<file path="config.mk">
export PLATFORM = sky130hd
export DESIGN_NAME = turn_scheduler_flat
export DESIGN_NICKNAME = d
export VERILOG_FILES = /design/src/rtl/turn_scheduler_pkg.sv /design/src/rtl/turn_scheduler_if.sv /design/src/rtl/turn_scheduler_tile_dist.sv /design/src/rtl/turn_scheduler.sv /design/src/flat_wrapper.sv
export SDC_FILE = /design/constraint.sdc
export NUM_CORES = 1
export LEC_CHECK = 0
export ABC_AREA = 1
export BUFFER_PORTS_ARGS = -buffer_cell sky130_fd_sc_hd__clkbuf_2
export CORE_UTILIZATION = 63
export CTS_CLUSTER_SIZE = 14
export DETAILED_ROUTE_END_ITERATION = 16
export GPL_ROUTABILITY_DRIVEN = 0
export PLACE_DENSITY = 0.95
export SETUP_SLACK_MARGIN = 0.15
export SLEW_MARGIN = 20
export SYNTH_ARGS = -nofsm -noshare
export SYNTH_HDL_FRONTEND = slang
export SYNTH_HIERARCHICAL = 1
export SYNTH_SLANG_ARGS = --single-unit
</file>
<file path="constraint.sdc">
create_clock -name clk -period 10.3 [get_ports clk]
set_clock_uncertainty 0.05 [all_clocks]
set_input_delay 1.545 -clock clk [delete_from_list [all_inputs] [get_ports clk]]
set_output_delay 1.545 -clock clk [all_outputs]
set_load 0.03 [all_outputs]
</file>
<file path="src/rtl/turn_scheduler_pkg.sv">
// Shared game definitions: phase encoding, map geometry, unit indices and
// the linear tile helper used by the turn scheduler and the VGA side.
package game_pkg;

  typedef enum logic [2:0] {
    IDLE       = 3'd0,
    SELECTED   = 3'd1,
    ATTACK_TGT = 3'd2,
    ANIM       = 3'd3,
    ENEMY      = 3'd4,
    ROUND_END  = 3'd5,
    GAME_OVER  = 3'd6
  } phase_e;

  localparam int MAP_W  = 20;
  localparam int MAP_H  = 15;
  localparam int KNIGHT = 0;
  localparam int WIZARD = 1;

  // Row-major tile number y*MAP_W+x; the largest tile (19,14) is 299.
  function automatic logic [8:0] tile_index(input logic [4:0] x, input logic [4:0] y);
    return ({4'd0, y} * 9'(MAP_W)) + {4'd0, x};
  endfunction

endpackage

</file>
<file path="src/rtl/turn_scheduler_if.sv">
// Bundle between the joystick/unit logic and the turn scheduler.
// The scheduler connects through the slave modport, its driver through master.
interface turn_scheduler_if #(
  parameter int NUM_UNITS = 2
) ();

  localparam int UW = (NUM_UNITS > 1) ? $clog2(NUM_UNITS) : 1;

  logic                    click_pulse;
  logic                    down_click_pulse;
  logic [4:0]              sel_x;
  logic [4:0]              sel_y;
  logic [10*NUM_UNITS-1:0] unit_xy;
  logic [NUM_UNITS-1:0]    unit_alive;
  logic                    anim_done;
  logic                    enemy_done;

  logic [UW-1:0]           active_unit;
  logic [8:0]              action_pos;
  logic [2:0]              phase;
  logic                    move_req;
  logic                    attack_req;
  logic [4:0]              tgt_x;
  logic [4:0]              tgt_y;
  logic                    enemy_go;
  logic                    reject;
  logic [NUM_UNITS-1:0]    acted;
  logic [7:0]              round_cnt;
  logic                    timeout_flag;

  modport master (
    output click_pulse, down_click_pulse, sel_x, sel_y, unit_xy, unit_alive,
           anim_done, enemy_done,
    input  active_unit, action_pos, phase, move_req, attack_req, tgt_x, tgt_y,
           enemy_go, reject, acted, round_cnt, timeout_flag
  );

  modport slave (
    input  click_pulse, down_click_pulse, sel_x, sel_y, unit_xy, unit_alive,
           anim_done, enemy_done,
    output active_unit, action_pos, phase, move_req, attack_req, tgt_x, tgt_y,
           enemy_go, reject, acted, round_cnt, timeout_flag
  );

endinterface

</file>
<file path="src/rtl/turn_scheduler_tile_dist.sv">
// Manhattan distance between two map tiles plus a same-tile flag.
module tile_dist (
  input  logic [4:0] ax_i,
  input  logic [4:0] ay_i,
  input  logic [4:0] bx_i,
  input  logic [4:0] by_i,
  output logic [5:0] dist_o,
  output logic       eq_o
);

  logic [4:0] dx;
  logic [4:0] dy;

  // Absolute differences per axis, summed without overflow in 6 bits.
  always_comb begin
    dx     = (ax_i >= bx_i) ? (ax_i - bx_i) : (bx_i - ax_i);
    dy     = (ay_i >= by_i) ? (ay_i - by_i) : (by_i - ay_i);
    dist_o = {1'b0, dx} + {1'b0, dy};
    eq_o   = (ax_i == bx_i) && (ay_i == by_i);
  end

endmodule

</file>
<file path="src/rtl/turn_scheduler.sv">
// Player/enemy round sequencer for the 20x15 tactics map.
// Optional macro TURN_SKIP_EN: a down-click in IDLE off any eligible unit
// ends the player phase early and hands over to the enemy.
module turn_scheduler
  import game_pkg::*;
#(
  parameter int NUM_UNITS    = 2,
  parameter int MOVE_RANGE   = 3,
  parameter int ATTACK_RANGE = 1,
  parameter int ANIM_TIMEOUT = 4095
) (
  input  logic             clk,
  input  logic             rst,
  turn_scheduler_if.slave  bus
);

  localparam int              UW       = (NUM_UNITS > 1) ? $clog2(NUM_UNITS) : 1;
  localparam int              TW       = $clog2(ANIM_TIMEOUT + 1);
  localparam logic [5:0]      MOVE_LIM = 6'(MOVE_RANGE);
  localparam logic [5:0]      ATK_LIM  = 6'(ATTACK_RANGE);
  localparam logic [TW-1:0]   TMO      = TW'(ANIM_TIMEOUT);

  phase_e               phase_q;
  logic [UW-1:0]        active_q;
  logic [8:0]           action_pos_q;
  logic                 move_req_q, attack_req_q, enemy_go_q, reject_q, timeout_q;
  logic [4:0]           tgt_x_q, tgt_y_q;
  logic [NUM_UNITS-1:0] acted_q;
  logic [7:0]           round_q;
  logic [TW-1:0]        timer_q;

  logic [4:0]           ux [NUM_UNITS];
  logic [4:0]           uy [NUM_UNITS];
  logic                 hit_d;
  logic [UW-1:0]        hit_idx_d;
  logic                 occupied_d;
  logic [5:0]           dist_d;
  logic                 same_tile_d;
  logic [NUM_UNITS-1:0] acted_done_d;
  logic                 all_done_d;
  logic                 anim_tmo_d;

  // Unpack the per-unit {y,x} fields into coordinate arrays.
  always_comb begin
    for (int k = 0; k < NUM_UNITS; k++) begin
      ux[k] = bus.unit_xy[10*k +: 5];
      uy[k] = bus.unit_xy[10*k+5 +: 5];
    end
  end

  tile_dist u_dist (
    .ax_i   (bus.sel_x),
    .ay_i   (bus.sel_y),
    .bx_i   (ux[active_q]),
    .by_i   (uy[active_q]),
    .dist_o (dist_d),
    .eq_o   (same_tile_d)
  );

  // Cursor hit test (lowest index wins), occupancy by other units, round-done test.
  always_comb begin
    hit_d      = 1'b0;
    hit_idx_d  = '0;
    occupied_d = 1'b0;
    for (int k = NUM_UNITS - 1; k >= 0; k--) begin
      if (bus.unit_alive[k] && !acted_q[k] && ux[k] == bus.sel_x && uy[k] == bus.sel_y) begin
        hit_d     = 1'b1;
        hit_idx_d = UW'(k);
      end
      if (bus.unit_alive[k] && UW'(k) != active_q && ux[k] == bus.sel_x && uy[k] == bus.sel_y)
        occupied_d = 1'b1;
    end
    acted_done_d = acted_q | (NUM_UNITS'(1) << active_q);
    all_done_d   = &(acted_done_d | ~bus.unit_alive);
    anim_tmo_d   = (timer_q + TW'(1)) == TMO;
  end

  // Round state machine; every request output is a registered one-cycle pulse.
  always_ff @(posedge clk or negedge rst) begin
    if (!rst) begin
      phase_q      <= IDLE;
      active_q     <= '0;
      action_pos_q <= '0;
      move_req_q   <= 1'b0;
      attack_req_q <= 1'b0;
      enemy_go_q   <= 1'b0;
      reject_q     <= 1'b0;
      timeout_q    <= 1'b0;
      tgt_x_q      <= '0;
      tgt_y_q      <= '0;
      acted_q      <= '0;
      round_q      <= '0;
      timer_q      <= '0;
    end else begin
      move_req_q   <= 1'b0;
      attack_req_q <= 1'b0;
      enemy_go_q   <= 1'b0;
      reject_q     <= 1'b0;
      if (phase_q != ENEMY && phase_q != GAME_OVER && bus.unit_alive == '0) begin
        phase_q <= GAME_OVER;
        timer_q <= '0;
      end else begin
        case (phase_q)
          IDLE: begin
            if (bus.click_pulse && hit_d) begin
              phase_q      <= SELECTED;
              active_q     <= hit_idx_d;
              action_pos_q <= tile_index(ux[hit_idx_d], uy[hit_idx_d]);
            end
`ifdef TURN_SKIP_EN
            else if (!bus.click_pulse && bus.down_click_pulse && !hit_d) begin
              phase_q    <= ENEMY;
              enemy_go_q <= 1'b1;
            end
`endif
          end
          SELECTED: begin
            if (!bus.unit_alive[active_q]) begin
              phase_q <= IDLE;
            end else if (bus.click_pulse) begin
              phase_q <= ATTACK_TGT;
            end else if (bus.down_click_pulse) begin
              if (!same_tile_d && dist_d <= MOVE_LIM && !occupied_d) begin
                tgt_x_q    <= bus.sel_x;
                tgt_y_q    <= bus.sel_y;
                move_req_q <= 1'b1;
                timer_q    <= '0;
                phase_q    <= ANIM;
              end else begin
                reject_q <= 1'b1;
              end
            end
          end
          ATTACK_TGT: begin
            if (!bus.unit_alive[active_q]) begin
              phase_q <= IDLE;
            end else if (bus.click_pulse) begin
              phase_q <= SELECTED;
            end else if (bus.down_click_pulse) begin
              if (!same_tile_d && dist_d <= ATK_LIM) begin
                tgt_x_q      <= bus.sel_x;
                tgt_y_q      <= bus.sel_y;
                attack_req_q <= 1'b1;
                timer_q      <= '0;
                phase_q      <= ANIM;
              end else begin
                reject_q <= 1'b1;
              end
            end
          end
          ANIM: begin
            if (bus.anim_done || anim_tmo_d) begin
              if (!bus.anim_done)
                timeout_q <= 1'b1;
              acted_q <= acted_done_d;
              timer_q <= '0;
              if (all_done_d) begin
                phase_q    <= ENEMY;
                enemy_go_q <= 1'b1;
              end else begin
                phase_q <= IDLE;
              end
            end else begin
              timer_q <= timer_q + TW'(1);
            end
          end
          ENEMY: begin
            if (bus.enemy_done)
              phase_q <= ROUND_END;
          end
          ROUND_END: begin
            if (round_q != 8'hFF)
              round_q <= round_q + 8'd1;
            acted_q <= '0;
            phase_q <= IDLE;
          end
          GAME_OVER: phase_q <= GAME_OVER;
          default:   phase_q <= IDLE;
        endcase
      end
    end
  end

  assign bus.phase        = phase_q;
  assign bus.active_unit  = active_q;
  assign bus.action_pos   = action_pos_q;
  assign bus.move_req     = move_req_q;
  assign bus.attack_req   = attack_req_q;
  assign bus.enemy_go     = enemy_go_q;
  assign bus.reject       = reject_q;
  assign bus.timeout_flag = timeout_q;
  assign bus.tgt_x        = tgt_x_q;
  assign bus.tgt_y        = tgt_y_q;
  assign bus.acted        = acted_q;
  assign bus.round_cnt    = round_q;

endmodule

</file>
<file path="src/flat_wrapper.sv">
// flat-port wrapper written by rule: the top's interface ports become plain ports
module turn_scheduler_flat import game_pkg::*;
#(
  parameter int NUM_UNITS    = 2,
  parameter int MOVE_RANGE   = 3,
  parameter int ATTACK_RANGE = 1,
  parameter int ANIM_TIMEOUT = 4095
)
  (clk, rst, bus_click_pulse, bus_down_click_pulse, bus_sel_x, bus_sel_y, bus_unit_xy, bus_unit_alive, bus_anim_done, bus_enemy_done, bus_active_unit, bus_action_pos, bus_phase, bus_move_req, bus_attack_req, bus_tgt_x, bus_tgt_y, bus_enemy_go, bus_reject, bus_acted, bus_round_cnt, bus_timeout_flag);
  turn_scheduler_if #(.NUM_UNITS(NUM_UNITS)) bus_i ();
  input  logic clk;
  input  logic rst;
  input wire logic [$bits(bus_i.click_pulse)-1:0] bus_click_pulse;
  input wire logic [$bits(bus_i.down_click_pulse)-1:0] bus_down_click_pulse;
  input wire logic [$bits(bus_i.sel_x)-1:0] bus_sel_x;
  input wire logic [$bits(bus_i.sel_y)-1:0] bus_sel_y;
  input wire logic [$bits(bus_i.unit_xy)-1:0] bus_unit_xy;
  input wire logic [$bits(bus_i.unit_alive)-1:0] bus_unit_alive;
  input wire logic [$bits(bus_i.anim_done)-1:0] bus_anim_done;
  input wire logic [$bits(bus_i.enemy_done)-1:0] bus_enemy_done;
  output wire logic [$bits(bus_i.active_unit)-1:0] bus_active_unit;
  output wire logic [$bits(bus_i.action_pos)-1:0] bus_action_pos;
  output wire logic [$bits(bus_i.phase)-1:0] bus_phase;
  output wire logic [$bits(bus_i.move_req)-1:0] bus_move_req;
  output wire logic [$bits(bus_i.attack_req)-1:0] bus_attack_req;
  output wire logic [$bits(bus_i.tgt_x)-1:0] bus_tgt_x;
  output wire logic [$bits(bus_i.tgt_y)-1:0] bus_tgt_y;
  output wire logic [$bits(bus_i.enemy_go)-1:0] bus_enemy_go;
  output wire logic [$bits(bus_i.reject)-1:0] bus_reject;
  output wire logic [$bits(bus_i.acted)-1:0] bus_acted;
  output wire logic [$bits(bus_i.round_cnt)-1:0] bus_round_cnt;
  output wire logic [$bits(bus_i.timeout_flag)-1:0] bus_timeout_flag;
  assign bus_i.click_pulse = bus_click_pulse;
  assign bus_i.down_click_pulse = bus_down_click_pulse;
  assign bus_i.sel_x = bus_sel_x;
  assign bus_i.sel_y = bus_sel_y;
  assign bus_i.unit_xy = bus_unit_xy;
  assign bus_i.unit_alive = bus_unit_alive;
  assign bus_i.anim_done = bus_anim_done;
  assign bus_i.enemy_done = bus_enemy_done;
  assign bus_active_unit = bus_i.active_unit;
  assign bus_action_pos = bus_i.action_pos;
  assign bus_phase = bus_i.phase;
  assign bus_move_req = bus_i.move_req;
  assign bus_attack_req = bus_i.attack_req;
  assign bus_tgt_x = bus_i.tgt_x;
  assign bus_tgt_y = bus_i.tgt_y;
  assign bus_enemy_go = bus_i.enemy_go;
  assign bus_reject = bus_i.reject;
  assign bus_acted = bus_i.acted;
  assign bus_round_cnt = bus_i.round_cnt;
  assign bus_timeout_flag = bus_i.timeout_flag;
  turn_scheduler #(.NUM_UNITS(NUM_UNITS), .MOVE_RANGE(MOVE_RANGE), .ATTACK_RANGE(ATTACK_RANGE), .ANIM_TIMEOUT(ANIM_TIMEOUT)) u_core (.clk(clk), .rst(rst), .bus(bus_i));
endmodule
</file>
==> results.sh <==
export IMPL_max_freq_mhz=186
export IMPL_vias=4812
export IMPL_gr_total_overflow=0
export IMPL_ys_ff_latch=50
export IMPL_path_common_cell="nand2_1"
export IMPL_ys_top_cells_by_area="dfrtp_1, nand2_1, inv_1"
export IMPL_rsz0062_at_grt="false"
export IMPL_grt_usage_pct=31.1
export IMPL_max_slew_margin_pct=49.8
export IMPL_reg2reg_from="u_core/bus.active_unit"
export IMPL_placed_area_sq_mm=0.00510
export IMPL_grt_max_degree=51
export IMPL_clk_path_buf_depth=2
export IMPL_sw_frac_of_total_pct=48.1
export IMPL_min_path_type="register to register"
export IMPL_worst_skew_pair_late_latency_ns=0.31
export IMPL_netlist_area_sq_mm=0.00469
export IMPL_yosysUniqueCellTypes=42
export IMPL_antenna_found_initial=0
export IMPL_leakage_uw=0.00292
export IMPL_cp_slowest_cell="ha_1"
export IMPL_slowest_delay_ns=0.43
export IMPL_ys_warnings_count=6
export IMPL_placedCellCount=865
export IMPL_numCtsBuffers=5
export IMPL_final_cell_mix="nand2_1, inv_1, clkbuf_2"
export IMPL_cts_reportedPaths_clkPinSlew_ns=0.09
export IMPL_seqCellArea_sq_mm=0.00125
export IMPL_std_cell_rows=31
export IMPL_start_util_pct=64.9
export IMPL_synthArstFlopShare_pct=100
export IMPL_finalMaxSlewViolations=0
export IMPL_finalHoldViolations=0
export IMPL_status="complete, no violations"
export IMPL_die_area_sq_mm=0.00779
export IMPL_crit_type="primary input to register"
export IMPL_min_delay_start="u_core/bus.action_pos[6]"
export IMPL_power_frac_comb_pct=51.8
export IMPL_dieHeight_microns=88.2
export IMPL_cap_violations=0
export IMPL_postCtsSetupRepairBufs=0
export IMPL_routed_wl_met3_microns=911
export IMPL_vias_per_cell=5.52
export IMPL_postCtsHoldBufs=0
export IMPL_required_ns=10.43
export IMPL_finalPower_uw=782
export IMPL_crit_start="bus_unit_xy[17]"
export IMPL_area_growth_pct=10.7
export IMPL_finish_instance_area_sq_mm=0.00519
export IMPL_share_seq_of_total_power_pct=34.0
export IMPL_clock_sinks=50
export IMPL_fin_ws_ns=4.93
export IMPL_final_min_clock_period_ns=5.37
export IMPL_dp_hpwl_microns=9570
export IMPL_synth_main_ff_cell="dfrtp_1"
export IMPL_p_per_area_mw_per_mm2=151
export IMPL_ir_drop_v=0.0000770
export IMPL_die_w_microns=88.2
export IMPL_multi_input_area_sq_mm=0.00287
export IMPL_yosysSeqAreaShare_pct=26.7
export IMPL_path_buf_inv=4
export IMPL_post_place_ws_ns=4.76
export IMPL_finalCritPeriodShare_pct=52.1
export IMPL_grt_pass1_vias=4227
export IMPL_ioPinCount=76
export IMPL_syn_nets=782
export IMPL_drive_gt1_share_pct=14.5
export IMPL_coreArea_sq_mm=0.00721
export IMPL_switching_power_uw=376
export IMPL_cp_top_family="simple AND/OR/NAND/NOR gates"
export IMPL_fin_tns_setup_ns=0
export IMPL_drt_met1_wl_microns=4910
export IMPL_post_synth_top_area_cell="dfrtp_1"
export IMPL_antennaDiodeCount=0
export IMPL_cp_end_kind="register"
export IMPL_h_tree_depth=2
export IMPL_fillers=553
export IMPL_clock_root_buffer="clkbuf_8"
export IMPL_ctsResizeCount=0
export IMPL_critPathLaunchType="primary input"
export IMPL_tritoncts="built"
export IMPL_finalNetCount=851
export IMPL_mostFrequentLayoutCell="nand2_1"
export IMPL_synthCells=704
export IMPL_p_clk_share_pct=14.3
export IMPL_stdcell_count=872
export IMPL_routedWlPerCell_microns=13.7
export IMPL_arrival_ns=5.49
export IMPL_critPathMaxFanout=12
export IMPL_drt_iter0_drc=523
export IMPL_syn_avg_cell_area_sq_um=6.66
export IMPL_wl_met2_microns=5640
export IMPL_setup_viol_count_final=0
export IMPL_worst_pin_slew_ns=0.746
export IMPL_drtAntennaViolNets=0
export IMPL_port_buffers=75
export IMPL_drc=0
export IMPL_route_top_layer_used="met4"
export IMPL_drt_total_wl_microns=11900
export IMPL_yosysTopAreaCellShare_pct=26.7
export IMPL_drt_pass1_iter_count=5
export IMPL_synth_edf_count=0
export IMPL_grt_pass1_wl_microns=19000
export IMPL_p_int_uw=406
[kinds of logic (layout without fill, tap and decap cells)]
family	Yosys count	in the layout	share of synthesized area [%]
AND/OR/NAND/NOR	365	365	34.5
buffers and inverters	140	209	12.0
AO/OA/AOI/OAI	79	79	9.53
flip-flops	50	50	26.7
adder cells (fa/ha/maj)	40	40	11.6
XOR/XNOR	30	30	5.61
[tightest hold or removal path: stages (launching register included)]
cell     delay, ns
dfrtp_1       0.35
nand2_1       0.05
nand2_1       0.05
[path summary, 6_finish.rpt]
| path | endpoint | slack, ns | depth (start not counted) |
|---|---|---|---|
| worst min register to register | u_core/bus.action_pos[6] | 0.44 | 2 |
| worst max-delay path | u_core/timer_q[0] | 4.93 | 29 |
| worst max register to register | u_core/timer_q[0] | 5.03 | 28 |
| worst min-delay path | u_core/bus.action_pos[6] | 0.44 | 2 |
| max in group asynchronous | u_core/bus.action_pos[1] | 8.51 | 2 |
| min in group asynchronous | u_core/bus.move_req | 1.28 | 2 |
[power groups by stage]
stage,Sequential [uW],Combinational [uW],Clock [uW]
final,266,405,112
after global routing,271,443,123
after CTS,265,397,113
after detailed placement,268,396,0
after global placement,266,379,0
after floorplan,328,230,0
[area by class of cell]
class / instances / area share (%)
Tap cell: 99 / 2.39
Sequential cell: 50 / 24.1
Multi-Input combinational cell: 514 / 55.4
Timing Repair Buffer: 76 / 7.38
Clock inverter: 2 / 0.265
Clock buffer: 5 / 1.33
Inverter: 126 / 9.12
[sequential cells by signal (all words and copies together) (netlist names)]
name and cells:
u_core/timer_q 12, u_core/bus.action_pos 9, u_core/bus.round_cnt 8, u_core/bus.tgt_x 5, u_core/bus.tgt_y 5, u_core/bus.phase 3, u_core/bus.acted 2, u_core/bus.active_unit 1
u_core/bus.attack_req 1, u_core/bus.enemy_go 1, u_core/bus.move_req 1, u_core/bus.reject 1, u_core/bus.timeout_flag 1
[through the flow]
| step | hold WS (ns) | utilization, % |
|---|---|---|
| after floorplan | 0.449 | - |
| after global placement | 0.411 | 70.7 |
| after detailed placement | 0.417 | 70.7 |
| after CTS | 0.440 | 71.9 |
| after global routing | 0.462 | 71.9 |
| final | 0.438 | 71.9 |
[cell usage after synthesis, drive strengths merged (2+ instances only)]
master  instances
a21oi          13
nand2         218
nor3b           2
inv           126
clkbuf          7
ha             34
o31ai           2
xor2           14
dfrtp          50
xnor2          16
buf             7
nor4            3
a21o            2
o21ai          56
nor3           10
nor2           48
nand4          11
nand3          69
fa              6
[per-layer routing]
metal	vias to the layer above	global-route usage, %
li1	2349	-
met2	270	53.4
met1	2147	39.0
met3	46	4.48
met4	0	13.0
met5	-	0
(Power assumes the default switching activity.)
